`config.mk`:
```
export PLATFORM = sky130hd
export DESIGN_NAME = cmd_phy_param
export DESIGN_NICKNAME = d
export VERILOG_FILES = /design/src/rtl/cmd_phy_pkg.sv /design/src/rtl/sd_crc7_serial.sv /design/src/rtl/cmd_phy_param.sv
export SDC_FILE = /design/constraint.sdc
export NUM_CORES = 1
export LEC_CHECK = 0
export BUFFER_PORTS_ARGS = -buffer_cell sky130_fd_sc_hd__buf_2
export CAP_MARGIN = 10
export CORE_MARGIN = 4
export CORE_UTILIZATION = 44
export CTS_CLUSTER_DIAMETER = 40
export DETAILED_ROUTE_END_ITERATION = 12
export MAX_ROUTING_LAYER = met4
export PLACE_DENSITY = 0.66
export SKIP_CTS_REPAIR_TIMING = 1
export SLEW_MARGIN = 20
export SYNTH_ARGS = -nofsm -noshare
export SYNTH_HDL_FRONTEND = slang
export SYNTH_SLANG_ARGS = --single-unit
export TNS_END_PERCENT = 10
```
`constraint.sdc`:
```
create_clock -name sd_clock -period 2.2 [get_ports sd_clock]
set_clock_uncertainty 0.1 [all_clocks]
set_input_delay 0.44 -clock sd_clock [delete_from_list [all_inputs] [get_ports sd_clock]]
set_output_delay 0.44 -clock sd_clock [all_outputs]
set_load 0.03 [all_outputs]
```
`src/rtl/cmd_phy_pkg.sv`:
```
// Shared types and helpers for the SD CMD-line PHY: state encoding, frame lengths
// and the serial CRC7 (x^7 + x^3 + 1) step function.
package cmd_phy_pkg;

    typedef enum logic [2:0] {
        ST_IDLE       = 3'd0,
        ST_SEND       = 3'd1,
        ST_TURN       = 3'd2,
        ST_WAIT_START = 3'd3,
        ST_RECV       = 3'd4,
        ST_DONE       = 3'd5
    } state_t;

    localparam logic [6:0] CRC7_POLY     = 7'h09;
    localparam int         SHORT_FRAME_W = 48;
    localparam int         LONG_FRAME_W  = 136;

    function automatic logic [6:0] crc7_next(input logic [6:0] crc, input logic bit_in);
        logic fb;
        fb = bit_in ^ crc[6];
        return {crc[5:0], 1'b0} ^ (fb ? CRC7_POLY : 7'h00);
    endfunction

endpackage

```
`src/rtl/sd_crc7_serial.sv`:
```
// Bit-serial CRC7 accumulator, MSB-first; clear has priority over enable.
module sd_crc7_serial
    import cmd_phy_pkg::*;
(
    input  logic       clk,
    input  logic       reset,
    input  logic       clear,
    input  logic       enable,
    input  logic       bit_in,
    output logic [6:0] crc_out
);

    logic [6:0] crc_q, crc_d;

    always_comb begin
        crc_d = crc_q;
        if (clear) begin
            crc_d = '0;
        end else if (enable) begin
            crc_d = crc7_next(crc_q, bit_in);
        end
    end

    always_ff @(posedge clk) begin
        if (reset) begin
            crc_q <= '0;
        end else begin
            crc_q <= crc_d;
        end
    end

    assign crc_out = crc_q;

endmodule

```
`src/rtl/cmd_phy_param.sv`:
```
// SD-host CMD-line PHY: serialises command + CRC7 + end bit, then receives a short or long
// response. Define CMD_RESP_CRC_CHECK_EN to check the response CRC7 into crc_error.
module cmd_phy_param
    import cmd_phy_pkg::*;
#(
    parameter int CMD_W        = 40,
    parameter int SHORT_RESP_W = SHORT_FRAME_W,
    parameter int LONG_RESP_W  = LONG_FRAME_W,
    parameter int NCR_MIN      = 2,
    parameter int TIMEOUT_CYC  = 64
) (
    input  logic                   sd_clock,
    input  logic                   reset,
    input  logic                   strobe_in,
    input  logic                   ack_in,
    input  logic                   idle_in,
    input  logic                   no_response,
    input  logic                   long_resp,
    input  logic [CMD_W-1:0]       cmd_to_send,
    input  logic                   cmd_pin_in,
    output logic                   ack_out,
    output logic                   strobe_out,
    output logic [LONG_RESP_W-1:0] response,
    output logic                   command_timeout,
    output logic                   crc_error,
    output logic                   cmd_pin_out,
    output logic                   cmd_oe
);

    localparam int CNT_MAX_A = (CMD_W + 8 > LONG_RESP_W) ? CMD_W + 8 : LONG_RESP_W;
    localparam int CNT_MAX_B = (TIMEOUT_CYC > NCR_MIN) ? TIMEOUT_CYC : NCR_MIN;
    localparam int CNT_MAX   = (CNT_MAX_A > CNT_MAX_B) ? CNT_MAX_A : CNT_MAX_B;
    localparam int CNT_W     = $clog2(CNT_MAX + 1);

    localparam logic [CNT_W-1:0] SEND_CMD_END = CNT_W'(CMD_W);
    localparam logic [CNT_W-1:0] SEND_CRC_HI  = CNT_W'(CMD_W + 6);
    localparam logic [CNT_W-1:0] SEND_LAST    = CNT_W'(CMD_W + 7);
    localparam logic [CNT_W-1:0] TURN_LAST    = CNT_W'(NCR_MIN - 1);
    localparam logic [CNT_W-1:0] WAIT_LAST    = CNT_W'(TIMEOUT_CYC - 1);
    localparam logic [CNT_W-1:0] SHORT_LAST   = CNT_W'(SHORT_RESP_W - 1);
    localparam logic [CNT_W-1:0] LONG_LAST    = CNT_W'(LONG_RESP_W - 1);

    state_t                 state_q, state_d;
    logic [CNT_W-1:0]       cnt_q, cnt_d;
    logic [CMD_W-1:0]       cmd_q, cmd_d;
    logic                   no_resp_q, no_resp_d;
    logic                   long_q, long_d;
    logic [LONG_RESP_W-1:0] resp_q, resp_d;
    logic                   timeout_q, timeout_d;
    logic                   ack_q, ack_d;
    logic                   strobe_q, strobe_d;
    logic                   pin_q, pin_d;
    logic                   oe_q, oe_d;
    logic                   accept;
    logic                   tx_en;
    logic [6:0]             tx_crc;
    logic [CNT_W-1:0]       frame_last;

    assign frame_last = long_q ? LONG_LAST : SHORT_LAST;

    sd_crc7_serial u_tx_crc (
        .clk     (sd_clock),
        .reset   (reset),
        .clear   (accept),
        .enable  (tx_en),
        .bit_in  (cmd_q[CMD_W-1]),
        .crc_out (tx_crc)
    );

    // Pad outputs are registered from the current state, so the line lags the FSM by one cycle.
    always_comb begin
        state_d   = state_q;
        cnt_d     = cnt_q;
        cmd_d     = cmd_q;
        no_resp_d = no_resp_q;
        long_d    = long_q;
        resp_d    = resp_q;
        timeout_d = timeout_q;
        ack_d     = 1'b0;
        strobe_d  = 1'b0;
        pin_d     = 1'b1;
        oe_d      = 1'b0;
        accept    = 1'b0;
        tx_en     = 1'b0;
        if (idle_in) begin
            state_d = ST_IDLE;
            pin_d   = pin_q;
        end else begin
            case (state_q)
                ST_IDLE: begin
                    if (strobe_in) begin
                        accept    = 1'b1;
                        cmd_d     = cmd_to_send;
                        no_resp_d = no_response;
                        long_d    = long_resp;
                        resp_d    = '0;
                        timeout_d = 1'b0;
                        ack_d     = 1'b1;
                        cnt_d     = '0;
                        state_d   = ST_SEND;
                    end
                end
                ST_SEND: begin
                    oe_d  = 1'b1;
                    cnt_d = cnt_q + 1'b1;
                    if (cnt_q < SEND_CMD_END) begin
                        tx_en = 1'b1;
                        pin_d = cmd_q[CMD_W-1];
                        cmd_d = {cmd_q[CMD_W-2:0], 1'b0};
                    end else if (cnt_q <= SEND_CRC_HI) begin
                        pin_d = tx_crc[3'(SEND_CRC_HI - cnt_q)];
                    end
                    if (cnt_q == SEND_LAST) begin
                        cnt_d   = '0;
                        state_d = no_resp_q ? ST_DONE : ST_TURN;
                    end
                end
                ST_TURN: begin
                    cnt_d = cnt_q + 1'b1;
                    if (cnt_q == TURN_LAST) begin
                        cnt_d   = '0;
                        state_d = ST_WAIT_START;
                    end
                end
                ST_WAIT_START: begin
                    cnt_d = cnt_q + 1'b1;
                    if (!cmd_pin_in) begin
                        resp_d  = {resp_q[LONG_RESP_W-2:0], 1'b0};
                        cnt_d   = CNT_W'(1);
                        state_d = ST_RECV;
                    end else if (cnt_q == WAIT_LAST) begin
                        timeout_d = 1'b1;
                        state_d   = ST_DONE;
                    end
                end
                ST_RECV: begin
                    resp_d = {resp_q[LONG_RESP_W-2:0], cmd_pin_in};
                    cnt_d  = cnt_q + 1'b1;
                    if (cnt_q == frame_last) begin
                        state_d = ST_DONE;
                    end
                end
                ST_DONE: begin
                    strobe_d = 1'b1;
                    // The ack only counts once the controller has actually seen strobe_out.
                    if (ack_in && strobe_q) begin
                        strobe_d = 1'b0;
                        state_d  = ST_IDLE;
                    end
                end
                default: state_d = ST_IDLE;
            endcase
        end
    end

    always_ff @(posedge sd_clock) begin
        if (reset) begin
            state_q   <= ST_IDLE;
            cnt_q     <= '0;
            cmd_q     <= '0;
            no_resp_q <= 1'b0;
            long_q    <= 1'b0;
            resp_q    <= '0;
            timeout_q <= 1'b0;
            ack_q     <= 1'b0;
            strobe_q  <= 1'b0;
            pin_q     <= 1'b1;
            oe_q      <= 1'b0;
        end else begin
            state_q   <= state_d;
            cnt_q     <= cnt_d;
            cmd_q     <= cmd_d;
            no_resp_q <= no_resp_d;
            long_q    <= long_d;
            resp_q    <= resp_d;
            timeout_q <= timeout_d;
            ack_q     <= ack_d;
            strobe_q  <= strobe_d;
            pin_q     <= pin_d;
            oe_q      <= oe_d;
        end
    end

`ifdef CMD_RESP_CRC_CHECK_EN
    localparam logic [CNT_W-1:0] SHORT_CRC_END = CNT_W'(SHORT_RESP_W - 8);
    localparam logic [CNT_W-1:0] LONG_CRC_LO   = CNT_W'(8);
    localparam logic [CNT_W-1:0] LONG_CRC_END  = CNT_W'(LONG_RESP_W - 8);

    logic [6:0] rx_crc;
    logic       rx_en;
    logic       crc_err_q, crc_err_d;

    // Short frames cover the start bit; long frames skip their 8-bit header.
    always_comb begin
        rx_en     = 1'b0;
        crc_err_d = crc_err_q;
        if (accept) begin
            crc_err_d = 1'b0;
        end else if (!idle_in) begin
            if (state_q == ST_WAIT_START && !cmd_pin_in) begin
                rx_en = !long_q;
            end else if (state_q == ST_RECV) begin
                rx_en = long_q ? (cnt_q >= LONG_CRC_LO && cnt_q < LONG_CRC_END)
                               : (cnt_q < SHORT_CRC_END);
                if (cnt_q == frame_last) begin
                    crc_err_d = (rx_crc != resp_d[7:1]);
                end
            end
        end
    end

    sd_crc7_serial u_rx_crc (
        .clk     (sd_clock),
        .reset   (reset),
        .clear   (accept),
        .enable  (rx_en),
        .bit_in  (cmd_pin_in),
        .crc_out (rx_crc)
    );

    always_ff @(posedge sd_clock) begin
        if (reset) begin
            crc_err_q <= 1'b0;
        end else begin
            crc_err_q <= crc_err_d;
        end
    end

    assign crc_error = crc_err_q;
`else
    assign crc_error = 1'b0;
`endif

    assign ack_out         = ack_q;
    assign strobe_out      = strobe_q;
    assign response        = resp_q;
    assign command_timeout = timeout_q;
    assign cmd_pin_out     = pin_q;
    assign cmd_oe          = oe_q;

endmodule
```
* Word level (Yosys, flattened, before mapping)
Cells that the tools add are included.
Storage, ports and cells: bits in registers 201, bits in latches 0, RAM bits 0, bits in read-only memories 0, output and inout port bits 142, logic and storage cells 94, memories kept 0
Cells by class: $add $sub $neg 2, multiply operators 0, div/mod/pow operators 0, $lt $le $gt $ge 3, equal/unequal tests 19, shift operators 0, mux-type cells 39, bitwise gates (word level) 4, reduce and logical (&&, ||, !) cells 15
Operator list (number):
- $pmux 136 s3 | 1
- $mux 136 | 2
- $mux 40 | 2
- $pmux 40 s2 | 1
- $mux 8 | 5
- $pmux 8 s5 | 1
- $mux 3 | 8
- $ne 2x2->1 const B | 9
- $pmux 3 s6 | 1
- $eq 8x6->1 const B | 2
- $mux 1 | 15
- $add 8x1->8 const B | 1
- $eq 8x1->1 const B | 1
- $eq 8x8->1 | 1
- $le 8x6->1 const B | 1
- $lt 8x6->1 const B | 1
- $reduce_and 4->1 | 2
- $xor 7x7->7 | 1
- $eq 3x2->1 const B | 2
- $eq 3x3->1 const B | 2
- $reduce_and 3->1 | 2
- $reduce_and 6->1 | 1
- $reduce_and 5->1 | 1
- $reduce_bool 5->1 | 1
- 15 further kinds | 18

* Longest topological paths before layout
Gate-level depths: netlist of the first run.
depth after elaboration 6, mapped depth 9

* By module
Synthesis of the first run repeated with hierarchy kept, for this count alone.
Unflattened totals: cell total of the unflattened synthesis 1021, area, all modules 8124.0 um^2
By module, submodules not included:
- cmd_phy_param | times used 1, cells each 993, area an instance 7847.5 um^2, sequential area each 3883.7 um^2
- sd_crc7_serial | times used 1, cells each 28, area an instance 276.5 um^2, sequential area each 140.1 um^2

* Worst setup path after synthesis of the first run
OpenSTA, ideal clock, no wires.
path kind register -> register, start reg cnt_q[1], end reg state_q[2], arrival time 1.766 ns, data required time 1.966 ns, slack 0.200 ns, cell stages (with the launch flop) 8, path buffers 0, clock period less this slack 2.000 ns, cell sequence dfxtp_1 > inv_1 > ha_1 > or4b_1 > a22oi_1 > nand2_1 > o311ai_0 > o31ai_1
On the way: longest elaborated chain between the ends 3, elaborated cells on any way between the ends 9, those cells by class eq/ne (8); reduce/logical (1)
RTL lines:
- start: declaration | line cmd_phy_param.sv:44 | logic [CNT_W-1:0] cnt_q, cnt_d;
- start signal: assignment | line cmd_phy_param.sv:171 | cnt_q <= cnt_d;
- $eq 8x6->1 (tied with other cells) | line cmd_phy_param.sv:131 | end else if (cnt_q == WAIT_LAST) begin
- $ne 3x3->1 (no line) / $ne 2x2->1 (equally long branches)
- $reduce_and 6->1 (no line) (*)
- end signal: assignment | line cmd_phy_param.sv:170 | state_q <= state_d;
- end: declaration | line cmd_phy_param.sv:43 | state_t state_q, state_d;
Every way passes the cells marked *; elsewhere a longest branch is shown, timed or not. A chain may end at the register's enable or synchronous reset.

* Worst setup path in the final report of the first run
Ends and elaborated chain as after synthesis.

==> summary.txt, run 1 <==
DP Area - 9300 sq um
Count leader, synth - nand2_1
Yosys warns - 0
CP Capture Type - flop
Top-area cell type share of the netlist area - 49.7%
Die area - 20,600 sq um
Synth Area in XOR/XNOR - 0.433%
Peak VDD IR - 0.620 mV
CTS tree - done
Vias in the first global route - 6,917
Maximum fanout along the worst path - 5
Synth Area in Simple Gates - 26.5%
Synth Area in Compound Gates - 16.2%
H-tree depth - 2
CP arrival - 2360 ps
Max-slew violations - 0
DRC Markers - 0
Post-route insts no fill - 1,426
Multiplexer share of the synthesized area - 1.52%
CP Launch Type - flop
Data required, critical path - 2450 ps
Post-synthesis sequential area ratio - 49.7%
Unique masters post-synth - 61
Largest net degree at the start of global routing - 91
Hpwl dp - 13.0 mm
WHS Path Cells - 3
Average wire per standard cell - 14.6 microns
GPL Wtd Cong - 0.860
Met2 Wirelength - 9.27 mm
Syn Nets - 1,067
Leakage - 4.22 nW
R2r worst-path depth - 8
Vias - 7,609
DP Cell Count - 1,364
Post-synth EDFFs - 0
Main flop type after synthesis - dfxtp_1
Vias per cell - 5.34
Metal1 wirelength - 9.52 mm
Share of cells above drive strength 1 - 24.5%
Place WS - 38.2 ps
Routed met3 length - 1.47 mm
Final worst slack - 92.1 ps
Filler Cell Count - 1,681
Tot GR Track Use - 20.2%
Clk buf depth - 3
Clk slew on worst S/H paths - 50 ps
Final Hold Viols - 0
WHS - 90.6 ps
Max Fclk - 474 MHz
DRT Pass-1 Iters - 5
Core Region - 18,000 sq um
First DRT Iteration DRCs - 447
#FFs+latches synth - 201
Syn Std Cell Area - 8090 sq um
Max-cap violations - 0
Die Y-Extent - 144 microns
Starting Density - 44.9%
Num Clock Sinks - 201
Status - complete, no violations
Final period util - 95.8%
Commonest cells post-synth - nand2_1 (229), dfxtp_1 (201), a21oi_1 (145)
IO Count - 190
First-pass GRT wire length - 34.3 mm
CTS Buf Count - 34
Final WL - 20.8 mm
Area Overhead vs Synth - 31.3%
Endpoints failing setup - 0
Synth Instances - 1,017
Fraction of registers with async set/reset - 0%
Hold WC Path Type - input pin to flop
Fin area - 10,600 sq um
Die W - 144 microns
Slew @ Worst Pin - 539 ps
Tmin final - 2110 ps
Worst slew margin - 64.1%
Pwr Density - 967 nW/um^2
Mean area per synthesized cell - 7.96 sq um
Grt total ovfl - 0
Post-Synth Adder-Cell Area - 0.309%
Largest family of logic cells by synthesized area - simple AND/OR/NAND/NOR gates
Crit path kind - flop to flop
Yosys top cell by area - dfxtp_1
IO buf count - 188
Synth area leaders - dfxtp_1 (50%), nand2_1 (11%), a21oi_1 (9.0%)
Clk root buf - clkbuf_16
Final #Nets - 1,221
Worst-Skew Late Latency - 490 ps
Initial antenna violation count - 1
Top routing layer used - met4
FP Rows - 49
DRT antenna net count - 0
==> cell type report <==
| type | instances | area [sq um] | area share (%) |
|---|---|---|---|
| Multi-Input combinational cell | 715 | 3700 | 34.9 |
| Tap cell | 229 | 287 | 2.70 |
| Inverter | 3 | 11.3 | 0.106 |
| Clock buffer | 43 | 988 | 9.31 |
| Clock inverter | 18 | 295 | 2.78 |
| Sequential cell | 201 | 4030 | 37.9 |
| Timing Repair Buffer | 216 | 1310 | 12.3 |
| Antenna cell | 1 | 2.50 | 0.0236 |
==> layout by cell type, fill, tap and decap left out, drive strengths merged, types with 4 or more instances in the layout <==
master  count
nor4        4
inv         9
mux2i      10
bufinv      7
a31oi       4
nand3b      4
nand2b      5
clkbuf     43
buf       216
nand3     144
o21ai      11
a21oi     146
dfxtp     201
nor3        6
a311oi     39
nor2       60
nand2     229
==> state kept, by name, indices dropped and copies added (netlist names), 3 cells and up <==
name / flops
cmd_q: 40
cnt_q: 8
response: 136
state_q: 3
u_tx_crc.crc_out: 7
==> worst paths after layout <==
check | end | slack [ps] | from
setup reg to reg | state_q[2] | 90 | cnt_q[1]
setup / recovery | state_q[2] | 90 | cnt_q[1]
hold / removal | long_q | 90 | long_resp
hold reg to reg | response[135] | 350 | response[135]
==> where the power goes <==
part	leakage [nW]	internal [mW]	switching, mW
clock network	0.621	4.02	1.82
registers	1.63	3.73	0.0488
logic	1.97	0.223	0.426
==> stage by stage <==
step	setup TNS, ps	util (%)	total power [mW]
floorplan	0	-	4.30
global placement	0	51.6	4.49
detailed placement	0	51.6	4.50
CTS	-35.8	58.7	10.4
global route	-20.8	58.9	10.7
finish	0	58.9	10.3
==> per-layer routing <==
layer	vias up	track usage, %
li1	3848	-
met1	3490	28.1
met3	46	4.49
met4	0	6.74
met2	225	29.0
met5	-	-
==> critical path, stage by stage (launching register included) <==
cell and delay [ps]:
dfxtp_1 340, inv_1 70, ha_1 120, or4b_4 470
a22oi_2 190, buf_4 150, nand2_2 90, o311ai_1 320
o31ai_1 120
==> cell families (layout without fill, tap and decap cells) <==
group | Yosys count | after routing
AND/OR/NAND/NOR | 479 | 479
AO/OA/AOI/OAI | 218 | 218
buffers and inverters | 101 | 280
adder cells (fa/ha/maj) | 2 | 2
flip-flops | 201 | 201
multiplexers | 11 | 11
other | 1 | 2
XOR/XNOR | 4 | 4
Note: power is estimated with default switching activity, not from simulation.
==> inputs of run 2 (changes only) <==
CELL_PAD_IN_SITES_DETAIL_PLACEMENT = 0   (was default)
CELL_PAD_IN_SITES_GLOBAL_PLACEMENT = 2   (was default)
CORE_UTILIZATION = 30   (was 44)
MAX_ROUTING_LAYER = default   (was met4)
PLACE_DENSITY = 0.77   (was 0.66)
RECOVER_POWER = 100   (was default)
==> run 2 against run 1 <==
Against the previous run:
- sequential share of layout area is 0.41 points lower
- global-route usage shrank 5.0 points
- worst hold slack worse by 8.0 ps
- critical endpoint is now cnt_q[3]
- sequential power about the same
- largest cell class unchanged
- via count up 1.1%
- critical path type unchanged
- highest routed layer is now met5
==> summary.txt, run 2 (same netlist as run 1, synthesis figures left out) <==
Status - complete, no violations
CTS tree - done
CP arrival - 2390 ps
Hpwl dp - 15.1 mm
Share of cells above drive strength 1 - 13.6%
Worst slew margin - 57.9%
Core Region - 26,300 sq um
IO Count - 190
Initial antenna violation count - 3
Vias - 7,696
Clk slew on worst S/H paths - 50 ps
Maximum fanout along the worst path - 7
Fin area - 10,700 sq um
Max Fclk - 481 MHz
Die W - 172 microns
Endpoints failing setup - 0
Register area - 4030 sq um
DRT Pass-1 Iters - 5
Leakage - 3.70 nW
Max-slew violations - 0
Tot GR Track Use - 15.1%
Slew @ Worst Pin - 632 ps
RSZ-0062 raised after global routing - no
Filler Cell Count - 2,750
Final WL - 23.6 mm
First-pass GRT wire length - 37.8 mm
Largest net degree at the start of global routing - 129
IO buf count - 188
Clk buf depth - 3
Average wire per standard cell - 15.2 microns
Num Clock Sinks - 201
Peak VDD IR - 0.595 mV
Final Power - 10.7 mW
DP Area - 9560 sq um
Crit path kind - flop to flop
Data required, critical path - 2510 ps
CTS Buf Count - 37
Die area - 29,700 sq um
Most frequent cells in the layout - nand2_1 (228), dfxtp_1 (199), clkbuf_1 (146)
DRC Markers - 0
Pwr Density - 994 nW/um^2
Post-route insts no fill - 1,553
Area Overhead vs Synth - 32.7%
Tmin final - 2080 ps
Vias per cell - 4.96
FP Rows - 59
Commonest non-fill, non-tap cell in the layout - nand2_1
DP Cell Count - 1,486
Final Hold Viols - 0
Hold WC Path Type - input pin to flop
Max-cap violations - 0
H-tree depth - 2
First DRT Iteration DRCs - 482
Vias in the first global route - 7,254
Worst-Skew Late Latency - 500 ps
CP Capture Type - flop
Grt total ovfl - 0
Starting Density - 30.8%
Number of flip-flops under the largest register name - 136
Final #Nets - 1,241
Final period util - 94.5%
Clk root buf - clkbuf_16
GPL Wtd Cong - 0.785
DRT antenna net count - 0
Die Y-Extent - 172 microns
Multi-input logic area - 3690 sq um
CP Launch Type - flop
-- run 2: per-stage QoR --
step	setup WS (ps)	hold slack, ps	setup TNS (ps)	utilization, %
floorplan	200	346	0	-
global placement	51.1	343	0	36.4
detailed placement	-18.6	347	-18.6	36.4
CTS	-6.00	53.5	-6.00	41.6
global route	16.0	91.3	0	40.9
finish	121	82.5	0	40.9
-- run 2: worst max-delay path, stage by stage, from the launching register on --
cell and delay (ps):
dfxtp_1 380, buf_4 190, or2_1 240, a211o_1 390
or4_1 520, a31oi_1 160
-- run 2: final timing paths --
| kind | startpoint | endpoint | slack (ps) | cells past startpoint |
|---|---|---|---|---|
| worst min register to register | response[135] | response[135] | 350 | 2 |
| worst max-delay path | state_q[1] | cnt_q[3] | 120 | 5 |
| worst max register to register | state_q[1] | cnt_q[3] | 120 | 5 |
| worst min-delay path | no_response | no_resp_q | 80 | 3 |
-- run 2: report_power, final --
part,internal [mW],switching [mW],leakage [nW]
Sequential,3.73,0.0482,1.63
Combinational,0.242,0.447,1.42
Clock,4.30,1.90,0.655
Total,8.28,2.39,3.70
-- run 2: cell type report --
type                            instances  area share, %
Tap cell                              335           3.90
Clock buffer                           42           9.29
Sequential cell                       201           37.5
Inverter                                3          0.105
Clock inverter                         23           3.39
Timing Repair Buffer                  233           11.5
Multi-Input combinational cell        715           34.3
Antenna cell                            1         0.0233
-- run 2: metal layers --
metal / GRT usage [%] / vias to the layer above / wire [microns]
met5: 0 / - / 14
met4: 4.31 / 4 / 423
met3: 4.39 / 35 / 1510
met2: 22.6 / 170 / 10400
met1: 21.3 / 3586 / 11300
li1: - / 3901 / -
